[src/rtl/rf_access_ctrl.sv]
// Register-file access controller: arbitrates the single write port between
// user writes and a clear sequencer, and scans four locations for display.
module rf_wr_arb #(
  parameter int ADDR_W = 3,
  parameter int DATA_W = 4
) (
  input  logic              clk,
  input  logic              rst,
  input  logic              usr_req,
  input  logic [ADDR_W-1:0] usr_addr,
  input  logic [DATA_W-1:0] usr_data,
  output logic              usr_ack,
  input  logic              clr_start,
  output logic              clr_busy,
  output logic              rf_w_ena,
  output logic [ADDR_W-1:0] rf_w_addr,
  output logic [DATA_W-1:0] rf_w_data
);
  localparam logic [1:0] S_IDLE     = 2'd0;
  localparam logic [1:0] S_USER_WR  = 2'd1;
  localparam logic [1:0] S_ACK_WAIT = 2'd2;
  localparam logic [1:0] S_CLEAR    = 2'd3;
  localparam logic [ADDR_W-1:0] LAST_ADDR = '1;

  logic [1:0] state;
  logic       armed;

  always_ff @(posedge clk) begin
    if (!rst) begin
      state     <= S_IDLE;
      rf_w_ena  <= 1'b0;
      rf_w_addr <= '0;
      rf_w_data <= '0;
      usr_ack   <= 1'b0;
      clr_busy  <= 1'b0;
      armed     <= 1'b1;
    end else begin
      usr_ack <= 1'b0;
      // A held request must drop before it can write again.
      if (!usr_req) armed <= 1'b1;
      case (state)
        S_IDLE: begin
          if (clr_start) begin
            state     <= S_CLEAR;
            clr_busy  <= 1'b1;
            rf_w_ena  <= 1'b1;
            rf_w_addr <= '0;
            rf_w_data <= '0;
          end else if (usr_req && armed) begin
            state     <= S_USER_WR;
            rf_w_ena  <= 1'b1;
            rf_w_addr <= usr_addr;
            rf_w_data <= usr_data;
          end
        end
        S_USER_WR: begin
          rf_w_ena <= 1'b0;
          usr_ack  <= 1'b1;
          armed    <= 1'b0;
          state    <= S_ACK_WAIT;
        end
        S_ACK_WAIT: state <= S_IDLE;
        S_CLEAR: begin
          if (rf_w_addr == LAST_ADDR) begin
            rf_w_ena <= 1'b0;
            clr_busy <= 1'b0;
            state    <= S_IDLE;
          end else begin
            rf_w_addr <= rf_w_addr + ADDR_W'(1);
          end
        end
        default: state <= S_IDLE;
      endcase
    end
  end
endmodule

module rf_disp_scan #(
  parameter int ADDR_W      = 3,
  parameter int DATA_W      = 4,
  parameter int REFRESH_DIV = 50000
) (
  input  logic              clk,
  input  logic              rst,
  input  logic              page,
  output logic [ADDR_W-1:0] rf_r_addr,
  input  logic [DATA_W-1:0] rf_r_data,
  output logic [DATA_W-1:0] digit_data,
  output logic [3:0]        anode
);
  localparam int DIV_W = (REFRESH_DIV > 1) ? $clog2(REFRESH_DIV) : 1;
  localparam logic [DIV_W-1:0] DIV_LAST = DIV_W'(REFRESH_DIV - 1);

  logic [DIV_W-1:0] div;
  logic [1:0]       idx;
  logic             tick;

  assign tick      = (div == DIV_LAST);
  assign rf_r_addr = ADDR_W'({page, idx});

  always_ff @(posedge clk) begin
    if (!rst) begin
      div        <= '0;
      idx        <= 2'd0;
      anode      <= 4'b1110;
      digit_data <= '0;
    end else begin
      div <= tick ? '0 : div + DIV_W'(1);
      if (tick) begin
        idx   <= idx + 2'd1;
        // Rotating the active-low one-hot keeps anode locked to idx.
        anode <= {anode[2:0], anode[3]};
      end
      digit_data <= rf_r_data;
    end
  end
endmodule

module rf_access_ctrl #(
  parameter int ADDR_W      = 3,
  parameter int DATA_W      = 4,
  parameter int REFRESH_DIV = 50000
) (
  input  logic              clk,
  input  logic              rst,
  input  logic              usr_req,
  input  logic [ADDR_W-1:0] usr_addr,
  input  logic [DATA_W-1:0] usr_data,
  output logic              usr_ack,
  input  logic              clr_start,
  output logic              clr_busy,
  input  logic              page,
  output logic              rf_w_ena,
  output logic [ADDR_W-1:0] rf_w_addr,
  output logic [DATA_W-1:0] rf_w_data,
  output logic [ADDR_W-1:0] rf_r_addr,
  input  logic [DATA_W-1:0] rf_r_data,
  output logic [DATA_W-1:0] digit_data,
  output logic [3:0]        anode
);
  rf_wr_arb #(.ADDR_W(ADDR_W), .DATA_W(DATA_W)) u_wr (
    .clk       (clk),
    .rst       (rst),
    .usr_req   (usr_req),
    .usr_addr  (usr_addr),
    .usr_data  (usr_data),
    .usr_ack   (usr_ack),
    .clr_start (clr_start),
    .clr_busy  (clr_busy),
    .rf_w_ena  (rf_w_ena),
    .rf_w_addr (rf_w_addr),
    .rf_w_data (rf_w_data)
  );

  rf_disp_scan #(.ADDR_W(ADDR_W), .DATA_W(DATA_W), .REFRESH_DIV(REFRESH_DIV)) u_scan (
    .clk        (clk),
    .rst        (rst),
    .page       (page),
    .rf_r_addr  (rf_r_addr),
    .rf_r_data  (rf_r_data),
    .digit_data (digit_data),
    .anode      (anode)
  );
endmodule

[config.mk]
export PLATFORM = sky130hd
export DESIGN_NAME = rf_access_ctrl
export DESIGN_NICKNAME = d
export VERILOG_FILES = /design/src/rtl/rf_access_ctrl.sv
export SDC_FILE = /design/constraint.sdc
export NUM_CORES = 1
export LEC_CHECK = 0
export ABC_AREA = 1
export BUFFER_PORTS_ARGS = -buffer_cell sky130_fd_sc_hd__buf_4
export CORE_AREA = 5 5 75 63
export DETAILED_ROUTE_END_ITERATION = 10
export DIE_AREA = 0 0 80 68
export GPL_TIMING_DRIVEN = 1
export HOLD_SLACK_MARGIN = 0.1
export PLACE_DENSITY_LB_ADDON = 0.25
export RECOVER_POWER = 100
export SLEW_MARGIN = 15
export SYNTH_ARGS = -nofsm -noshare
export SYNTH_HDL_FRONTEND = slang
export SYNTH_SLANG_ARGS = --single-unit
[constraint.sdc]
create_clock -name clk -period 1.4 [get_ports clk]
set_input_delay 0.28 -clock clk [delete_from_list [all_inputs] [get_ports clk]]
set_output_delay 0.28 -clock clk [all_outputs]
set_load 0.02 [all_outputs]
==> summary.md <==
| Metric | Value |
|---|---|
| Yosys warns | `0` |
| Final WS setup | `0.08227 ns` |
| Setup Viol. Count Final | `0` |
| Final core occ | `about 56%` |
| Total gr overflow | `0` |
| Max clock buf depth | `2` |
| CP max FO | `6` |
| Setup Slack @ Placement | `about 0.014 ns` |
| Slowest stage cell on the critical path | `dfxtp_1` |
| Commonest non-fill, non-tap cell in the layout | `nand2_1` |
| Critical path's top delay family | `simple AND/OR/NAND/NOR gates` |
| Worst-Margin Slew | `between 0.4 and 0.5 ns` |
| Area share of the largest cell type after synthesis | `between 40% and 50%` |
| Ant diodes | `0` |
| Slew margin rel. | `around 72%` |
| Tmin final | `about 1.3 ns` |
| Initial antenna violation count | `0` |
| DR vias | `approximately 1,600` |
| Post-synth cell types | `28` |
| H-tree levels | `2` |
| Post-DP HPWL | `around 2.8 mm` |
| P_leak | `0.8933 nW` |
| Number of buffers created by CTS | `5` |
| Post-DR vias/cell | `approximately 4.6` |
| Drt wl/cell | `10.52 um` |
| PortBufs | `34` |
| Status | `complete, no violations` |
| Power Density | `approximately 1300 nW/um2` |
| Initial core utilization | `a little under half` |
| Top post-synthesis cells by area | `dfxtp_1 (42%), nand2_1 (13%), inv_1 (6.1%)` |
| # IOs | `37` |
| Number of global-route vias before repair | `around 1,400` |
| Pins Over Slew Limit | `0` |
| Final Net Count | `314` |
| Die W | `roughly 80 um` |
| Crit start category | `flop` |
| Commonest non-fill, non-tap cells in the layout | `nand2_1 (61), dfxtp_1 (37), inv_1 (29), nor2_1 (25), buf_4 (22)` |
| Worst vdd ir | `0.001022 V` |
| Largest net degree at the start of global routing | `17` |
| Post-synthesis sequential area ratio | `a little over two fifths` |
| Critical path endpoint category | `flop` |
| Mapped Cells | `roughly 250` |
| Mapped Nets | `around 270` |
| Max_cap viols | `0` |
| CTS root buffer | `clkbuf_8` |
| Total core area | `between 3000 and 4000 um2` |
| Detailed Routing Iterations Pass 1 | `4` |
| Clk sink count | `39` |
| Fin crit share | `94.12%` |
| DRT iter0 DRCs | `65` |
| Clk Latency, worst-skew pair | `0.30 ns` |
| Clk slew on worst S/H paths | `roughly 0.080 ns` |
| Worst Hold Class | `in -> reg` |
| Max Clock Freq | `between 0.7 and 0.8 GHz` |
| Global-route wire length before repair | `6.168 mm` |
| Synthesized area | `around 1800 um2` |
| # DRC | `0` |
| Crit-path cells | `ha_2 -> nand3_4 -> nor2_4 -> buf_4 -> nand4_1 -> a21oi_1` |
| Post-synth top area cell | `dfxtp_1` |
| Syn avg cell area | `about 7.5 um2` |
| CP Class | `reg -> reg` |
| Area grow syn2layout | `21.87%` |
| Skew final | `~0.011 ns` |
| Fin. Hold Viols | `0` |
| Total track usage | `between 10% and 20%` |
| Hold_buf cts | `0` |
| Data arrival, critical path | `1.55 ns` |
| Max incr delay on CP | `between 0.3 and 0.4 ns` |
| Detail Route Antenna Nets | `0` |
| Height of the die | `68 um` |
| Row Count | `21` |
| Count of state elements after synthesis | `39` |
| CP Data Required Time | `between 1.5 and 2 ns` |
| Design Power | `3.016 mW` |
| GP Congestion | `0.7642` |
| Crit path buf inv count | `1` |
| Routed WL | `3.670 mm` |
| Share of layout cells above drive strength 1 | `20.21%` |
| Die Area | `roughly 5400 um2` |
| CTS tree | `done` |
per-stage QoR:
stage / cells / setup TNS, ns / instance area [um2] / hold slack (ns)
CTS: 347 / 0 / 2271 / 0.1577
floorplan: 245 / 0 / 1842 / 0.3776
finish: 349 / 0 / 2245 / 0.1649
global placement: 339 / 0 / 2182 / 0.4496
detailed placement: 339 / 0 / 2182 / 0.4581
global route: 349 / -0.002317 / 2245 / 0.1583
cells in the mapped netlist, drive strengths merged:
| library cell | n |
|---|---|
| inv | 31 |
| buf | 3 |
| a221oi | 1 |
| nor2 | 35 |
| a21oi | 20 |
| clkbuf | 1 |
| xnor2 | 1 |
| dfxtp | 39 |
| nand3 | 18 |
| nand4 | 5 |
| nor3 | 1 |
| clkinv | 1 |
| o211ai | 1 |
| or2 | 1 |
| o21ai | 4 |
| nand2 | 66 |
| nand3b | 1 |
| ha | 7 |
| xor2 | 6 |
| a22oi | 3 |
cell type report:
type	instances	area (um2)
Multi-Input combinational cell	170	933.4
Fill cell	410	1749
Clock inverter	3	20.02
Timing Repair Buffer	43	247.7
Tap cell	57	71.32
Inverter	32	120.1
Clock buffer	5	68.82
Sequential cell	39	783.3
sequential cells by signal (all words and copies together) (netlist names):
register / flops
u_scan.anode: 4
u_wr.clr_busy: 1
u_scan.digit_data: 4
u_wr.usr_ack: 1
u_wr.state: 2
u_wr.rf_w_ena: 1
u_wr.rf_w_addr: 3
u_wr.rf_w_data: 4
u_wr.armed: 1
u_scan.idx: 2
u_scan.div: 16
per-layer routing:
layer | wire length, um | part of all wire, % | global-route usage (%)
met5 | 0 | 0 | 0
met3 | 194 | 5.3 | 5.000
met2 | 1601 | 44 | 22.42
met4 | 21 | 0.57 | 3.165
met1 | 1852 | 50 | 19.17
worst min-delay path, delay by kind of cell:
| family | cells | cell delay [ns] |
|---|---|---|
| buf+inv | 2 | 0.12 |
| simple gates | 1 | 0.04 |
power by group:
part	total (mW)	switching [mW]	internal, mW
Sequential	1.33	0.0816	1.24
Clock	0.758	0.412	0.347
Combinational	0.933	0.581	0.352
path summary, 6_finish.rpt:
path	slack, ns	cells past startpoint	end	start
max	0.08	6	u_scan.div[12]	u_scan.div[1]
min	0.16	3	u_scan.digit_data[3]	rf_r_data[3]
max reg2reg	0.08	6	u_scan.div[12]	u_scan.div[1]
min reg2reg	0.46	2	u_wr.rf_w_data[1]	u_wr.rf_w_data[1]
cell families (layout without fill, tap and decap cells):
family	count (synthesis)	in the layout	share of synthesized area [%]
flip-flops	39	39	42.39
AO/OA/AOI/OAI	29	29	9.036
buffers and inverters	36	83	8.627
XOR/XNOR	7	7	3.329
adder cells (fa/ha/maj)	7	7	4.755
AND/OR/NAND/NOR	127	127	31.86
timing repair:
item	CTS	global route
resized for setup	0	17
setup buffers	0	2
setup endpoints to repair	0	25
Note: power is estimated with default switching activity, not from simulation.
